<file path="src/rtl/card_code_reader.sv">
// Serial card-reader front end: deserialises start/data/parity/stop frames into an
// access code with a one-cycle validate strobe, and flags and counts malformed frames.
module card_code_reader #(
    parameter int CLKS_PER_BIT = 4,
    parameter int CODE_W       = 4
) (
    input  logic              clk,
    input  logic              rset,
    input  logic              card_rx,
    output logic [CODE_W-1:0] access_code,
    output logic              validate_code,
    output logic              frame_err,
    output logic [7:0]        err_count,
    output logic              busy
);

    localparam int CNT_W = $clog2(CLKS_PER_BIT);
    localparam int BIT_W = $clog2(CODE_W + 1);
    localparam logic [CNT_W-1:0] HALF_LAST = CNT_W'(CLKS_PER_BIT / 2 - 1);
    localparam logic [CNT_W-1:0] BIT_LAST  = CNT_W'(CLKS_PER_BIT - 1);
    localparam logic [BIT_W-1:0] CODE_LAST = BIT_W'(CODE_W - 1);

    typedef enum logic [2:0] {IDLE, START, DATA, PARITY, STOP, BREAK} state_t;

    state_t            state, state_nxt;
    logic              rx_m, rx_s;
    logic [CNT_W-1:0]  clk_cnt;
    logic [BIT_W-1:0]  bit_cnt;
    logic [CODE_W-1:0] shreg;
    logic              parity_ok;
    logic              cnt_clr, shift_en, par_en, good_frame, bad_frame;

    function automatic logic [7:0] sat_inc(input logic [7:0] v);
        return (v == 8'hFF) ? v : v + 8'd1;
    endfunction

    // Two-flop synchroniser, preset to the idle-high line level
    always_ff @(posedge clk or posedge rset) begin
        if (rset) begin
            rx_m <= 1'b1;
            rx_s <= 1'b1;
        end else begin
            rx_m <= card_rx;
            rx_s <= rx_m;
        end
    end

    always_ff @(posedge clk or posedge rset) begin
        if (rset) state <= IDLE;
        else      state <= state_nxt;
    end

    always_comb begin
        state_nxt  = state;
        cnt_clr    = 1'b0;
        shift_en   = 1'b0;
        par_en     = 1'b0;
        good_frame = 1'b0;
        bad_frame  = 1'b0;
        case (state)
            IDLE: if (!rx_s) begin
                state_nxt = START;
                cnt_clr   = 1'b1;
            end
            START: if (clk_cnt == HALF_LAST) begin
                cnt_clr   = 1'b1;
                state_nxt = rx_s ? IDLE : DATA;
            end
            DATA: if (clk_cnt == BIT_LAST) begin
                cnt_clr  = 1'b1;
                shift_en = 1'b1;
                if (bit_cnt == CODE_LAST) state_nxt = PARITY;
            end
            PARITY: if (clk_cnt == BIT_LAST) begin
                cnt_clr   = 1'b1;
                par_en    = 1'b1;
                state_nxt = STOP;
            end
            STOP: if (clk_cnt == BIT_LAST) begin
                cnt_clr = 1'b1;
                if (rx_s) begin
                    state_nxt  = IDLE;
                    good_frame = parity_ok;
                    bad_frame  = !parity_ok;
                end else begin
                    // Line still low at the stop sample: wait for it to release
                    state_nxt = BREAK;
                    bad_frame = 1'b1;
                end
            end
            BREAK: if (rx_s) state_nxt = IDLE;
            default: state_nxt = IDLE;
        endcase
    end

    always_ff @(posedge clk or posedge rset) begin
        if (rset) begin
            clk_cnt       <= '0;
            bit_cnt       <= '0;
            parity_ok     <= 1'b0;
            access_code   <= '0;
            validate_code <= 1'b0;
            frame_err     <= 1'b0;
            err_count     <= 8'd0;
        end else begin
            clk_cnt       <= cnt_clr ? '0 : clk_cnt + 1'b1;
            if (state != DATA)  bit_cnt <= '0;
            else if (shift_en)  bit_cnt <= bit_cnt + 1'b1;
            if (par_en)         parity_ok <= ~(^shreg ^ rx_s);
            validate_code <= good_frame;
            frame_err     <= bad_frame;
            if (good_frame)     access_code <= shreg;
            if (bad_frame)      err_count <= sat_inc(err_count);
        end
    end

    // LSB arrives first, so shift in from the top
    always_ff @(posedge clk) begin
        if (shift_en) shreg <= {rx_s, shreg[CODE_W-1:1]};
    end

    assign busy = (state != IDLE);

endmodule

</file>
<file path="config.mk">
export PLATFORM = sky130hd
export DESIGN_NAME = card_code_reader
export DESIGN_NICKNAME = d
export VERILOG_FILES = /design/src/rtl/card_code_reader.sv
export SDC_FILE = /design/constraint.sdc
export NUM_CORES = 1
export LEC_CHECK = 0
export BUFFER_PORTS_ARGS = -buffer_cell sky130_fd_sc_hd__buf_2
export CAP_MARGIN = 20
export CORE_MARGIN = 1
export CORE_UTILIZATION = 50
export DETAILED_ROUTE_END_ITERATION = 8
export GPL_ROUTABILITY_DRIVEN = 0
export PLACE_DENSITY = 0.76
export SKIP_LAST_GASP = 1
export SLEW_MARGIN = 20
export SYNTH_ARGS = -nofsm -noshare
export SYNTH_HDL_FRONTEND = slang
export SYNTH_SLANG_ARGS = --single-unit
export TNS_END_PERCENT = 10
</file>
<file path="constraint.sdc">
create_clock -name clk -period 1.5 [get_ports clk]
set_input_delay 0.15 -clock clk [delete_from_list [all_inputs] [get_ports clk]]
set_output_delay 0.15 -clock clk [all_outputs]
set_load 0.03 [all_outputs]
</file>
Word level (Yosys, flattened, before mapping) --
Cells that the tools add are included.
Operators by class: reduce and logical (&&, ||, !) cells 8, $add $sub $neg 3, eq/ne operators 17, multiplexer cells 25, bitwise logic cells 3
Operators by type and width (count):
- 3-bit 2-to-1 mux | 10
- 3-bit case mux with 6 select lines | 1
- 2-bit != test, second input constant | 7
- 1-bit 2-to-1 mux | 11
- 3-bit by 2-bit equality test with 1-bit output, second input constant | 3
- 8-bit by 1-bit adder with 8-bit output, second input constant | 1
- 8-bit equality test, second input constant | 1
- 7-bit AND reduction | 1
- 3-bit equality test, second input constant | 2
- 2-bit 2-to-1 mux | 2
- 4-bit parity | 1
- 3-bit by 1-bit adder with 3-bit output, second input constant | 1
- 3-bit by 1-bit equality test with 1-bit output, second input constant | 1
- 3-bit zero test | 1
- 3-bit by 2-bit != test with 1-bit output, second input constant | 1
- 1-bit case mux with 3 select lines | 1
- 3-bit nonzero test | 1
- 3-bit OR reduction | 1
- 2-bit by 1-bit adder with 2-bit output, second input constant | 1
- 2-bit by 1-bit equality test with 1-bit output, second input constant | 1
- 2-bit equality test, second input constant | 1
- 1-bit inverter | 2
- 2-bit AND reduction | 1
- 2-bit nonzero test | 1
- 2 further kinds | 2
Storage, ports and cells: flip-flop bits (word level) 29, bits of input ports 3, word-level logic and storage cells 67, output and inout bits 15

Logic depth before layout (Yosys ltp) --
Gate-level depths: netlist of the first run.
depth after elaboration 5, mapped depth 6, depth with buffers taken out 6

Worst setup path before layout of the first run --
OpenSTA, ideal clock, no wires.
path type flip-flop to flip-flop, from reg err_count[0], to reg err_count[1], required time 1.375 ns, clock period less this slack 1.707 ns, library setup time 0.125 ns, stages on the path, launching flop included 6, setup slack -0.207 ns, buffers on the path 0, arrival 1.582 ns, cells stage by stage dfrtp_1 ha_1 and4_1 nand2_1 nand2_1 mux2_2
On the way: word-level cells in the longest chain between the ends 3, elaborated cells on any way between the ends 4, those cells by class 1 x add/sub; 1 x eq/ne; 1 x bitwise; 1 x reduce/logical
Ends and longest elaborated chain:
- start: declaration | line 13 | output logic [7:0] err_count,
- start signal: assignment | line 113 | if (bad_frame) err_count <= sat_inc(err_count);
- parallel branches: the longest is 3 deep, another holds 8-bit by 1-bit adder with 8-bit output
Parallel ways; which one is timed is not known. A chain may end at the register's enable or synchronous reset.

Final worst setup path of the first run --
from reg state[2], to out busy
On the way: word-level cells in the longest chain between the ends 1
Ends and longest elaborated chain:
- start: declaration | line 25 | state_t state, state_nxt;
- start signal: assignment | line 50 | else state <= state_nxt;
- 3-bit nonzero test | line 122 | assign busy = (state != IDLE);
- end: declaration | line 14 | output logic busy
No other way between the ends.

==> qor.yml, run 1 <==
status: "finished, violations left"
violations: "setup timing"
viasPerCell: 5.385
placed_cells: 172
relSlewSlack_pct: 77.61
cts_max_path_buffers: 2
cp_cell_sequence: "buf_6 -> or3_4 -> buf_6"
post-route-period-util_pct: 100.5
required_ns: 1.35
synth_cell_types: 33
synthCells: 119
antennaDiodeCount: 0
yosysMostFrequentCell: "dfrtp_1"
busiest_layer: "met2"
power.switching_uw: 838.8
core-area_um2: 2522
worst_slack_ns: -0.008128
dr.pass1.iters: 4
setup_viol: 1
synth_top_area_share_pct: 42.05
swShare_pct: 32.86
dieArea_um2: 2951
dr.first_iter.drc_count: 15
portBuffers: 17
drt_wl_total_um: 2531
path_class: "flop to output port"
synth_area_um2: 1369
tritoncts: "yes"
synth_nets: 127
antenna_found_initial: 0
synthToLayoutAreaGrowth_pct: 27.24
dp_slack_ns: 0.009845
yosys-top-cells-count: "23 x dfrtp_1, 12 x nor2_1, 10 x nand2_1"
dpl_cell_area_um2: 1568
async_flop_share_pct: 86.21
timing.final.crit_period_ns: 1.508
path_delay_family: "flip-flops"
avgSynthCellArea_um2: 11.50
clock_power_share_pct: 24.0
tightest_slew_ns: 0.3349
maxCapViolations: 0
worstSetupStartpointType: "flop"
timing.fmax_ghz: 0.6631
drv_slew: 0
hold_path.class: "flop to flop"
hold_viol_final: 0
cts.sinks: 29
cp_max_fo: 2
seq_area_frac_synth_pct: 54.66
via_count: 1007
h-tree-depth: 2
whs_ns: 0.3605
ir_drop_uv: 1128
finClkSkew_ns: 0.01035
combPwrFrac_pct: 36.7
worst-path-buf-inv: 2
yosys.area.top_type: "dfrtp_1"
ys_ff_latch: 29
clk_pin_slew_ns: 0.09
power.internal_uw: 1714
power_density_nw_per_um2: 1466
grt_max_degree: 26
gr-usage-met2_pct: 31.71
layoutNonFillerInstCount: 187
crit_top_cell: "buf_6"
cts_root_buffer: "clkbuf_4"
layout.nets: 164
start_util_pct: 54.27
critPathArrivalTime_ns: 1.36
max_stage_delay_ns: 0.41
synthFlopType: "dfrtp_1"
crit_slowest_cell: "dfrtp_1"
wl_per_cell_um: 13.53
critPathCaptureType: "output port"
clkLatencyLatePin_ns: 0.32
grt_pass1_wl_um: 4071
grt_pass1_vias: 940
power_uw: 2553
rsz0062_at_grt: "true"
drc_errors: 0
dieHeight_um: 54.32
synth_area_leaders: "dfrtp_1 42%, edfxtp_1 8.8%, mux2_2 4.9%, ha_1 4.6%, dfstp_2 3.8%"
ios: 18
track_usage_pct: 20.34
grt_use_met3_pct: 7.500
ys.warnings.count: 0
stdcell_area_um2: 1742
p_leak_uw: 0.0008399
power_frac_seq_pct: 39.4
post-dp-hpwl_um: 1743
die_w_um: 54.32
rows: 18
antenna_left: 0
cts_buffers: 5
synth_edf_count: 4
drive_gt1_share_pct: 37.58
grtUsageMet1_pct: 24.87
overflow: 0
cell type report:
| class | instances | area, um^2 |
|---|---|---|
| fillers | 194 | 780.7 |
| flip-flops and latches | 29 | 750.7 |
| multi-input cells | 79 | 616.8 |
| repair buffers | 35 | 239.0 |
| clock buffers | 6 | 41.29 |
| well taps | 30 | 37.54 |
| clock inverters | 2 | 33.78 |
| inverters | 6 | 22.52 |
stage by stage:
step,setup TNS (ns),util [%]
after floorplan,-0.01425,-
after global placement,0,62.15
after detailed placement,0,62.15
after CTS,-0.02365,67.66
after global routing,-0.4468,69.05
final,-0.008128,69.05
cell families (layout without fill, tap and decap cells):
kind of cell	count (synthesis)	in the layout	share of synthesized area [%]
muxes	11	11	8.775
adders and majority gates	5	5	4.570
AOI/OAI and AO/OA	15	15	7.496
and+or+nand+nor	42	42	17.09
xor gates and xnor gates	6	6	3.839
buffers and inverters	11	49	3.564
DFF	29	29	54.66
repair_timing:
item                                   CTS  global route
cloned                                   0             0
pin swaps                                1             3
hold buffers                             2             0
buffers inserted                         4             1
gates resized for setup                  4             9
endpoints found under the hold margin   24             0
setup endpoints to repair                2            13
power by group through the flow:
stage	combinational (uW)	sequential, uW	clock, uW
after floorplan	503	1040	0
after global placement	710	1010	0
after detailed placement	742	1020	0
after CTS	849	1000	629
after global routing	1020	1020	663
final	936	1000	612
path summary, 6_finish.rpt:
path / startpoint / end / slack [ns] / cells past startpoint
hold / removal: rx_m / rx_s / 0.36 / 0
hold reg to reg: rx_m / rx_s / 0.36 / 0
setup reg to reg: err_count[1] / err_count[1] / 0.02 / 5
min in group asynchronous: rset / bit_cnt[0] / 0.40 / 4
setup / recovery: state[2] / busy / -0.008 / 3
max in group asynchronous: rset / rx_m / 0.81 / 4
sequential cells by signal (all words and copies together) (netlist names):
name           cells
access_code        4
rx_m               1
parity_ok          1
clk_cnt            2
shreg              4
rx_s               1
state              3
validate_code      1
frame_err          1
err_count          8
bit_cnt            3
routing by layer:
layer	wire (um)	part of all wire, %
met3	123	4.9
met4	57	2.3
met5	0	0
met2	1222	48
met1	1128	45
cells in the final DEF (no fill, tap or decap), types with 3 or more instances in the layout:
cell       n
a21oi_1    4
mux2i_1    3
ha_1       3
buf_6      3
dfrtp_1   21
nand2_1   10
nand2b_1   3
mux2_2     6
and3_1     3
nand4_1    5
edfxtp_1   4
nor2_1    12
clkbuf_4   5
buf_2     16
inv_1      6
buf_4     14
xnor2_1    6
Power figures use the tool's default switching activity.
==> run 2, diff against run 1 <==
--- a/config.mk
+++ b/config.mk
@@ -5,13 +5,15 @@
 export SDC_FILE = /design/constraint.sdc
 export NUM_CORES = 1
 export LEC_CHECK = 0
+export ABC_CLOCK_PERIOD_IN_PS = 1500
 export BUFFER_PORTS_ARGS = -buffer_cell sky130_fd_sc_hd__buf_2
 export CAP_MARGIN = 20
 export CORE_MARGIN = 1
-export CORE_UTILIZATION = 50
+export CORE_UTILIZATION = 44
 export DETAILED_ROUTE_END_ITERATION = 8
 export GPL_ROUTABILITY_DRIVEN = 0
-export PLACE_DENSITY = 0.76
+export PLACE_DENSITY = 0.69
+export REMOVE_ABC_BUFFERS = 1
 export SKIP_LAST_GASP = 1
 export SLEW_MARGIN = 20
 export SYNTH_ARGS = -nofsm -noshare
==> run 2 against run 1 <==
- the run still ends with setup timing left
- design area is 0.29% higher
- maximum frequency down 0.50%
- utilization shrank 7.8 points
- total power is 1.1% lower
- worst hold slack got worse by 0.013 ns
- critical endpoint unchanged
- non-clock buffer count rose by 4
==> qor.yml, run 2 (synthesis results as in run 1) <==
status: "finished, violations left"
violations: "setup timing"
hold_viol_final: 0
power.internal_uw: 1739
synthToLayoutAreaGrowth_pct: 27.61
cts_max_path_buffers: 2
clkLatencyLatePin_ns: 0.33
ir_drop_uv: 716.2
dp_slack_ns: 0.01510
top_regs: "err_count (8), access_code (4), shreg (4)"
required_ns: 1.35
antennaDiodeCount: 0
grt_max_degree: 26
r2r_setup_slack_ns: 0.02
rsz0062_at_grt: "true"
relSlewSlack_pct: 77.45
cts_root_buffer: "clkbuf_4"
via_count: 992
setup_viol: 1
worstSetupStartpointType: "flop"
largest-register: "err_count"
worst_slack_ns: -0.01578
die_w_um: 57.78
cts_buffers: 5
dieArea_um2: 3338
swShare_pct: 31.14
core-area_um2: 2853
antenna_left: 0
timing.final.crit_period_ns: 1.516
drt_wl_total_um: 2530
clk_pin_slew_ns: 0.09
power.switching_uw: 786.5
post-dp-hpwl_um: 1741
wl_per_cell_um: 13.18
grt_pass1_vias: 996
dr.first_iter.drc_count: 10
clock_power_share_pct: 26.3
portBuffers: 17
antenna_found_initial: 0
cts.sinks: 29
final_common_cell: "dfrtp_1"
tritoncts: "yes"
path_class: "flop to output port"
track_usage_pct: 17.84
viasPerCell: 5.167
stdcell_area_um2: 1747
final_cell_mix: "23 x dfrtp_1, 18 x buf_4, 16 x buf_2, 12 x nor2_1, 10 x nand2_1"
post-route-period-util_pct: 101.1
overflow: 0
drc_errors: 0
start_util_pct: 47.98
critPathArrivalTime_ns: 1.37
drive_gt1_share_pct: 35.40
drv_slew: 0
setup_tns_ns: -0.01578
dieHeight_um: 57.78
power_density_nw_per_um2: 1446
combPwrFrac_pct: 34.5
dpl_cell_area_um2: 1587
tightest_slew_ns: 0.3372
finClkSkew_ns: 0.01186
hold_path.class: "flop to flop"
timing.fmax_ghz: 0.6597
rows: 19
largest_reg_flops: 8
dr.pass1.iters: 6
critPathCaptureType: "output port"
h-tree-depth: 2
cp_max_fo: 2
layout.nets: 168
maxCapViolations: 0
ios: 18
p_leak_uw: 0.0008667
grt_pass1_wl_um: 4333
power_frac_seq_pct: 39.1
==> run 2: path summary, 6_finish.rpt <==
check                      cells after the start     start      endpoint
min                                            0      rx_m          rx_s
max                                            3  state[0]          busy
max in group asynchronous                      4      rset          rx_m
max reg2reg                                    5  state[0]  err_count[6]
min reg2reg                                    0      rx_m          rx_s
min in group asynchronous                      4      rset      state[0]
==> run 2: area by class of cell <==
| cell class | count | area (um^2) |
|---|---|---|
| multi-input cells | 79 | 583.1 |
| clock buffers | 7 | 55.05 |
| flip-flops and latches | 29 | 748.2 |
| inverters | 6 | 22.52 |
| fillers | 242 | 1106 |
| clock inverters | 1 | 30.03 |
| repair buffers | 39 | 269.0 |
| well taps | 31 | 38.79 |
==> run 2: critical path, cell delays in order, from the launching register on <==
cell	delay [ns]
dfrtp_1	0.41
buf_6	0.12
or3_4	0.37
buf_6	0.14
==> run 2: power by group through the flow <==
stage / registers [uW] / logic [uW] / clock network (uW)
2_1_floorplan: 1090 / 408 / 0
3_3_place_gp: 1000 / 722 / 0
3_5_place_dp: 1000 / 747 / 0
4_1_cts: 986 / 858 / 692
5_1_grt: 1000 / 953 / 730
6_report: 989 / 871 / 665
==> run 2: metal layers <==
layer / up-vias / global-route usage (%) / routed length (um)
met4: 0 / 8.503 / 33
li1: 498 / - / -
met5: - / 0 / 0
met2: 15 / 29.07 / 1273
met1: 475 / 20.90 / 1158
met3: 4 / 6.696 / 65
==> run 2: per-stage QoR <==
step	hold slack (ns)	instances	utilization, %	power, uW
after floorplan	0.1545	114	-	1496
after global placement	0.2145	178	55.61	1723
after detailed placement	0.2224	178	55.61	1751
after CTS	0.3484	192	60.83	2536
after global routing	0.3556	192	61.23	2687
final	0.3470	192	61.23	2526
==> run 2: timing repair <==
| item | CTS | global route |
|---|---|---|
| buffers inserted | 4 | 0 |
| endpoints found under the hold margin | 24 | 0 |
| hold buffers | 2 | 0 |
| setup endpoints to repair | 1 | 17 |
| pin swaps | 1 | 2 |
| gates resized for setup | 4 | 3 |
| gates cloned | 0 | 0 |
